===== config.mk =====
export PLATFORM = sky130hd
export DESIGN_NAME = vga_frame_scanner
export DESIGN_NICKNAME = d
export VERILOG_FILES = /design/src/rtl/vga_frame_scanner_pkg.sv /design/src/rtl/vga_frame_scanner_coord_delay_line.sv /design/src/rtl/vga_frame_scanner.sv
export SDC_FILE = /design/constraint.sdc
export NUM_CORES = 1
export LEC_CHECK = 0
export CORE_ASPECT_RATIO = 0.8
export CORE_MARGIN = 1.5
export CORE_UTILIZATION = 56
export DETAILED_ROUTE_END_ITERATION = 8
export PLACE_DENSITY = 0.83
export SLEW_MARGIN = 20
export SYNTH_ARGS = -nofsm -noshare
export SYNTH_HDL_FRONTEND = slang
export SYNTH_HIERARCHICAL = 1
export SYNTH_SLANG_ARGS = --single-unit

===== constraint.sdc =====
create_clock -name clk_i -period 6.32 [get_ports clk_i]
set_clock_uncertainty 0.05 [all_clocks]
set_input_delay 1.264 -clock clk_i [delete_from_list [all_inputs] [get_ports clk_i]]
set_output_delay 1.264 -clock clk_i [all_outputs]
set_load 0.02 [all_outputs]

===== src/rtl/vga_frame_scanner_pkg.sv =====
// vga_frame_scanner_pkg: screen geometry, source latency and scanner state encoding
// shared by the frame scanner and its delay line.
package vga_frame_scanner_pkg;
    localparam int SCREEN_W    = 320;
    localparam int SCREEN_H    = 240;
    localparam int SRC_LATENCY = 3;
    localparam int X_W         = 9;
    localparam int Y_W         = 8;

    typedef enum logic [1:0] {
        IDLE  = 2'b00,
        SCAN  = 2'b01,
        DRAIN = 2'b10,
        DONE  = 2'b11
    } scan_state_e;
endpackage


===== src/rtl/vga_frame_scanner_coord_delay_line.sv =====
// coord_delay_line: DEPTH-stage shift of {valid,data}; every stage clears on reset so no
// stale coordinate can surface as a plot after Resetn.
module coord_delay_line #(
    parameter int DEPTH = 3,
    parameter int W     = 17
) (
    input  logic         clk_i,
    input  logic         rst_ni,
    input  logic         valid_i,
    input  logic [W-1:0] data_i,
    output logic         valid_o,
    output logic [W-1:0] data_o
);
    logic [DEPTH-1:0] v_q;
    logic [W-1:0]     d_q [DEPTH];

    always_ff @(posedge clk_i or negedge rst_ni) begin
        if (!rst_ni) begin
            v_q <= '0;
            for (int i = 0; i < DEPTH; i++) d_q[i] <= '0;
        end else begin
            v_q[0] <= valid_i;
            d_q[0] <= data_i;
            for (int i = 1; i < DEPTH; i++) begin
                v_q[i] <= v_q[i-1];
                d_q[i] <= d_q[i-1];
            end
        end
    end

    assign valid_o = v_q[DEPTH-1];
    assign data_o  = d_q[DEPTH-1];
endmodule


===== src/rtl/vga_frame_scanner.sv =====
// vga_frame_scanner: raster coordinate generator for a fixed-latency pixel source, turning
// its delayed colour answers into aligned plot writes for the VGA adapter.
module vga_frame_scanner
    import vga_frame_scanner_pkg::*;
#(
    parameter int WIDTH   = SCREEN_W,
    parameter int HEIGHT  = SCREEN_H,
    parameter int LATENCY = SRC_LATENCY,
    parameter int XW      = X_W,
    parameter int YW      = Y_W
) (
    input  logic          clk_i,
    input  logic          rst_ni,
    input  logic          start_i,
    input  logic          continuous_i,
    output logic          enable_o,
    output logic [XW-1:0] vga_x_o,
    output logic [YW-1:0] vga_y_o,
    input  logic          vga_col_i,
    output logic          plot_o,
    output logic [XW-1:0] plot_x_o,
    output logic [YW-1:0] plot_y_o,
    output logic          plot_col_o,
    output logic          busy_o,
    output logic          frame_done_o
);
    localparam int CW = (LATENCY > 1) ? $clog2(LATENCY) : 1;

    scan_state_e   state_q, state_d;
    logic [XW-1:0] x_q, x_d;
    logic [YW-1:0] y_q, y_d;
    logic [CW-1:0] cnt_q, cnt_d;
    logic          last_x, last_y, tail_v;
    logic [XW+YW-1:0] tail_d;

    assign last_x = x_q == XW'(WIDTH - 1);
    assign last_y = y_q == YW'(HEIGHT - 1);

    always_ff @(posedge clk_i or negedge rst_ni) begin
        if (!rst_ni) begin
            state_q <= IDLE;
            x_q     <= '0;
            y_q     <= '0;
            cnt_q   <= '0;
        end else begin
            state_q <= state_d;
            x_q     <= x_d;
            y_q     <= y_d;
            cnt_q   <= cnt_d;
        end
    end

    always_comb begin
        state_d = state_q;
        x_d     = x_q;
        y_d     = y_q;
        cnt_d   = cnt_q;
        case (state_q)
            IDLE:  state_d = (start_i || continuous_i) ? SCAN : IDLE;
            SCAN: begin
                x_d = last_x ? '0 : x_q + XW'(1);
                if (last_x) y_d = last_y ? '0 : y_q + YW'(1);
                if (last_x && last_y) begin
                    state_d = DRAIN;
                    cnt_d   = '0;
                end
            end
            DRAIN: begin
                cnt_d = cnt_q + CW'(1);
                if (cnt_q == CW'(LATENCY - 1)) state_d = DONE;
            end
            DONE:  state_d = continuous_i ? SCAN : IDLE;
            default: state_d = IDLE;
        endcase
    end

    coord_delay_line #(.DEPTH(LATENCY), .W(XW + YW)) u_delay (
        .clk_i  (clk_i),
        .rst_ni (rst_ni),
        .valid_i(state_q == SCAN),
        .data_i ({x_q, y_q}),
        .valid_o(tail_v),
        .data_o (tail_d)
    );

    assign enable_o     = (state_q == SCAN) || (state_q == DRAIN);
    assign busy_o       = enable_o;
    assign frame_done_o = state_q == DONE;
    assign vga_x_o      = x_q;
    assign vga_y_o      = y_q;
    assign plot_o       = tail_v;
    assign plot_x_o     = tail_d[XW+YW-1:YW];
    assign plot_y_o     = tail_d[YW-1:0];
    // Source colour is only meaningful when the tail holds a live coordinate.
    assign plot_col_o   = tail_v & vga_col_i;
endmodule


==> impl_metrics.yaml <==
sta:
  slew_headroom_pct: 41.9
  fin_crit_ns: 3.71
  fin_crit_sh_pct: 58.8
  fmaxAchievable_mhz: 269
  setup_viol: 0
  setup_tns_ns: 0
  hold_fails_final_rpt: 0
  unrepaired_setup_endpoints_after_global_routing: "false"
  transition_time_at_the_pin_with_the_least_slew_margin_ns: 0.871
  slew_viol_final: 0
clocking:
  clk-insertion-delay-late_ns: 0.34
  cts.sinks: 75
  root_cell_of_the_clock_tree: "sky130_fd_sc_hd__clkbuf_8"
  ctsHtreeMaxLevel: 3
  cts_made_buffers: 9
  post_cts.repair.setup_buffers: 0
  maximum_buffer_depth_of_the_clock_tree: 2
  cts_tree: "done"
  cts.reportedPaths.clkPinSlew_ns: 0.08
  cts.repair.resized: 0
  cts_hold_repair.buffers: 0
drt:
  ant_nets: 0
  viasPerCell: 5.11
  avgRoutedWirePerCell_um: 13.8
  number_of_drc_markers_after_the_initial_detailed_route_iteration: 90
  drt_drc_violations_left: 0
  drtPass1Iterations: 4
  routed-via-count: 1466
  drt_wl_total_mm: 3.95
finish:
  syn_to_final_growth_pct: 21.4
  final_cell_area_um2: 3210
  commonest_non_fill_non_tap_cell_in_the_layout: "sky130_fd_sc_hd__dfrtp_1"
  nets: 234
  fillerInstances: 325
  layout-drive-gt1-share_pct: 10.1
  antenna_cells: 0
  area.sequential_um2: 1880
  final_cell_mix: "sky130_fd_sc_hd__dfrtp_1 (75), sky130_fd_sc_hd__clkdlybuf4s50_1 (42), sky130_fd_sc_hd__nand2_1 (13)"
  area_occupied_by_multi_input_gates_um2: 609
status:
  outcome: "finished clean"
global_routing:
  grt_first_pass_wirelength_mm: 6.76
  initial_antenna_violation_count: 0
  grt_overflow: 0
  grt_max_degree: 76
  globalRouteTotalUtil_pct: 18.2
  via_count_of_the_first_global_routing_pass: 1443
critical_path:
  critPathMostFrequentCell: "sky130_fd_sc_hd__clkdlybuf4s50_1"
  critPathSlowestCell: "sky130_fd_sc_hd__clkdlybuf4s50_1"
  crit-reg2reg-launch: "vga_x_o[0]$_DFFE_PN0P_"
  timing.critical_path.slowest_cell_delay_ns: 0.59
  cp_delay_by_family_top: "buffers and inverters"
  timing.critical_path.arrival_ns: 2.40
  worst-path-max-fanout: 1
  timing.critical_path.to_type: "output pin"
  timing.critical_path.cells: "clkdlybuf4s50_1 -> and2_1 -> clkdlybuf4s50_1"
  crit_required_ns: 5.01
  crit_path_start: "vga_col_i"
  path_class: "primary input to output pin"
  critPathBufInv: 2
  critical_path_launch_point_type: "primary input"
synthesis:
  portion_of_the_post_synthesis_area_used_by_sequential_elements_pct: 70.9
  netlist_top_cells_area: "sky130_fd_sc_hd__dfrtp_1 (71%), sky130_fd_sc_hd__buf_4 (5.1%), sky130_fd_sc_hd__ha_1 (3.3%)"
  synth_enable_flop_cells: 0
  synth_seq_cells: 75
  synth.top_cell.area_share_pct: 70.9
  synth.distinct_cells: 31
  synth_fp_nets: 199
  ys_warn_count: 6
  synthDominantAreaCellType: "sky130_fd_sc_hd__dfrtp_1"
  post_synth_instance_area_um2: 2650
  synth.avg_cell_area_um2: 14.2
  synth_async_sr_flop_share_pct: 100
  yosys_most_used_dff: "sky130_fd_sc_hd__dfrtp_1"
  number_of_standard_cells_after_synthesis: 187
power:
  p_leak_nw: 1.48
  pwr_density_cell_nw_per_um2: 403
  power.ir.vdd_worst_uv: 297
die:
  die_w_um: 79.9
  floorplan.rows: 22
  boundary_pins: 44
  dieHeight_um: 64.5
  floorplan.die_area_um2: 5150
  floorplan.initialDensity_pct: 57.9
  core_area_um2: 4570
min_path:
  min-delay-start: "u_delay/v_q[1]$_DFF_PN0_"
  hold_path.class: "flip-flop to flip-flop"
placement:
  dpl-instance-area_um2: 3010
  placement.io_buffers: 43
  gp_routability_congestion: 0.820
  detailedPlacementHpwl_mm: 2.60
run:
  max_cap_violations: 0
-- area by class of cell --
| class | count | area share, % |
|---|---|---|
| clock inverters | 5 | 1.91 |
| well taps | 60 | 2.34 |
| flip-flops and latches | 75 | 58.4 |
| repair buffers | 43 | 13.3 |
| clock buffers | 11 | 4.40 |
| inverters | 6 | 0.701 |
| multi-input cells | 87 | 19.0 |
-- kinds of logic (layout without fill, tap and decap cells) --
kind of cell | count (synthesis) | in the layout | synth area share (%)
AND/OR/NAND/NOR | 52 | 52 | 11.2
AO/OA/AOI/OAI | 13 | 13 | 3.12
multiplexers | 6 | 6 | 2.41
XOR/XNOR | 9 | 9 | 2.98
flip-flops | 75 | 75 | 70.9
buffers and inverters | 25 | 65 | 6.10
adder cells (fa/ha/maj) | 7 | 7 | 3.31
-- Yosys cell counts, drive strengths merged, types with 4 or more instances --
cell type and instances:
buf 18, dfrtp 75, ha 7, inv 6
nand2 13, nand3 5, nand4 5, nor2 8
nor4 4, o21ai 6, xnor2 8
-- worst paths after layout --
check,endpoint,slack (ns),depth (start not counted)
setup / recovery,plot_col_o,2.61,3
hold / removal,u_delay/v_q[2]$_DFF_PN0_,0.29,0
setup reg to reg,state_q[0]$_DFFE_PN0P_,3.94,5
hold reg to reg,u_delay/v_q[2]$_DFF_PN0_,0.29,0
max in group asynchronous,vga_y_o[2]$_DFFE_PN0P_,4.66,1
min in group asynchronous,u_delay/data_o[9]$_DFF_PN0_,1.00,1
-- worst register-to-register path, delay by kind of cell (launching register included) --
kind	cells	cell delay, ns
compound gates	1	0.29
fa+ha+maj	1	0.28
flops	1	0.44
mux	1	0.37
simple gates	2	0.84
-- per-stage QoR --
stage          utilization (%)  hold WS [ns]  total power, mW  instances  setup WS (ns)
5_1_grt                   70.3         0.307             1.37        287           2.57
3_5_place_dp              65.9         0.285            0.949        271           2.60
2_1_floorplan                -         0.281            0.831        187           3.53
4_1_cts                   70.3         0.293             1.31        287           2.60
3_3_place_gp              65.9         0.281            0.932        271           2.60
6_report                  70.3         0.292             1.29        287           2.61
-- where the power goes --
part | switching [mW] | leakage (nW) | internal, mW
Combinational | 0.163 | 0.372 | 0.153
Sequential | 0.0542 | 1.00 | 0.565
Clock | 0.163 | 0.104 | 0.195
Total | 0.380 | 1.48 | 0.914
-- registers in the layout, indices dropped and copies added (netlist names) --
signal          flops
u_delay/d_q        34
u_delay/data_o     17
vga_x_o             9
vga_y_o             8
u_delay/v_q         3
cnt_q               2
state_q             2
-- routing by layer --
metal / GRT usage [%] / wire length, um
met2: 28.2 / 1940
met3: 8.45 / 223
met1: 22.5 / 1760
met5: 0 / 0
met4: 6.47 / 31
No activity file was read; power rests on OpenSTA's default activity.
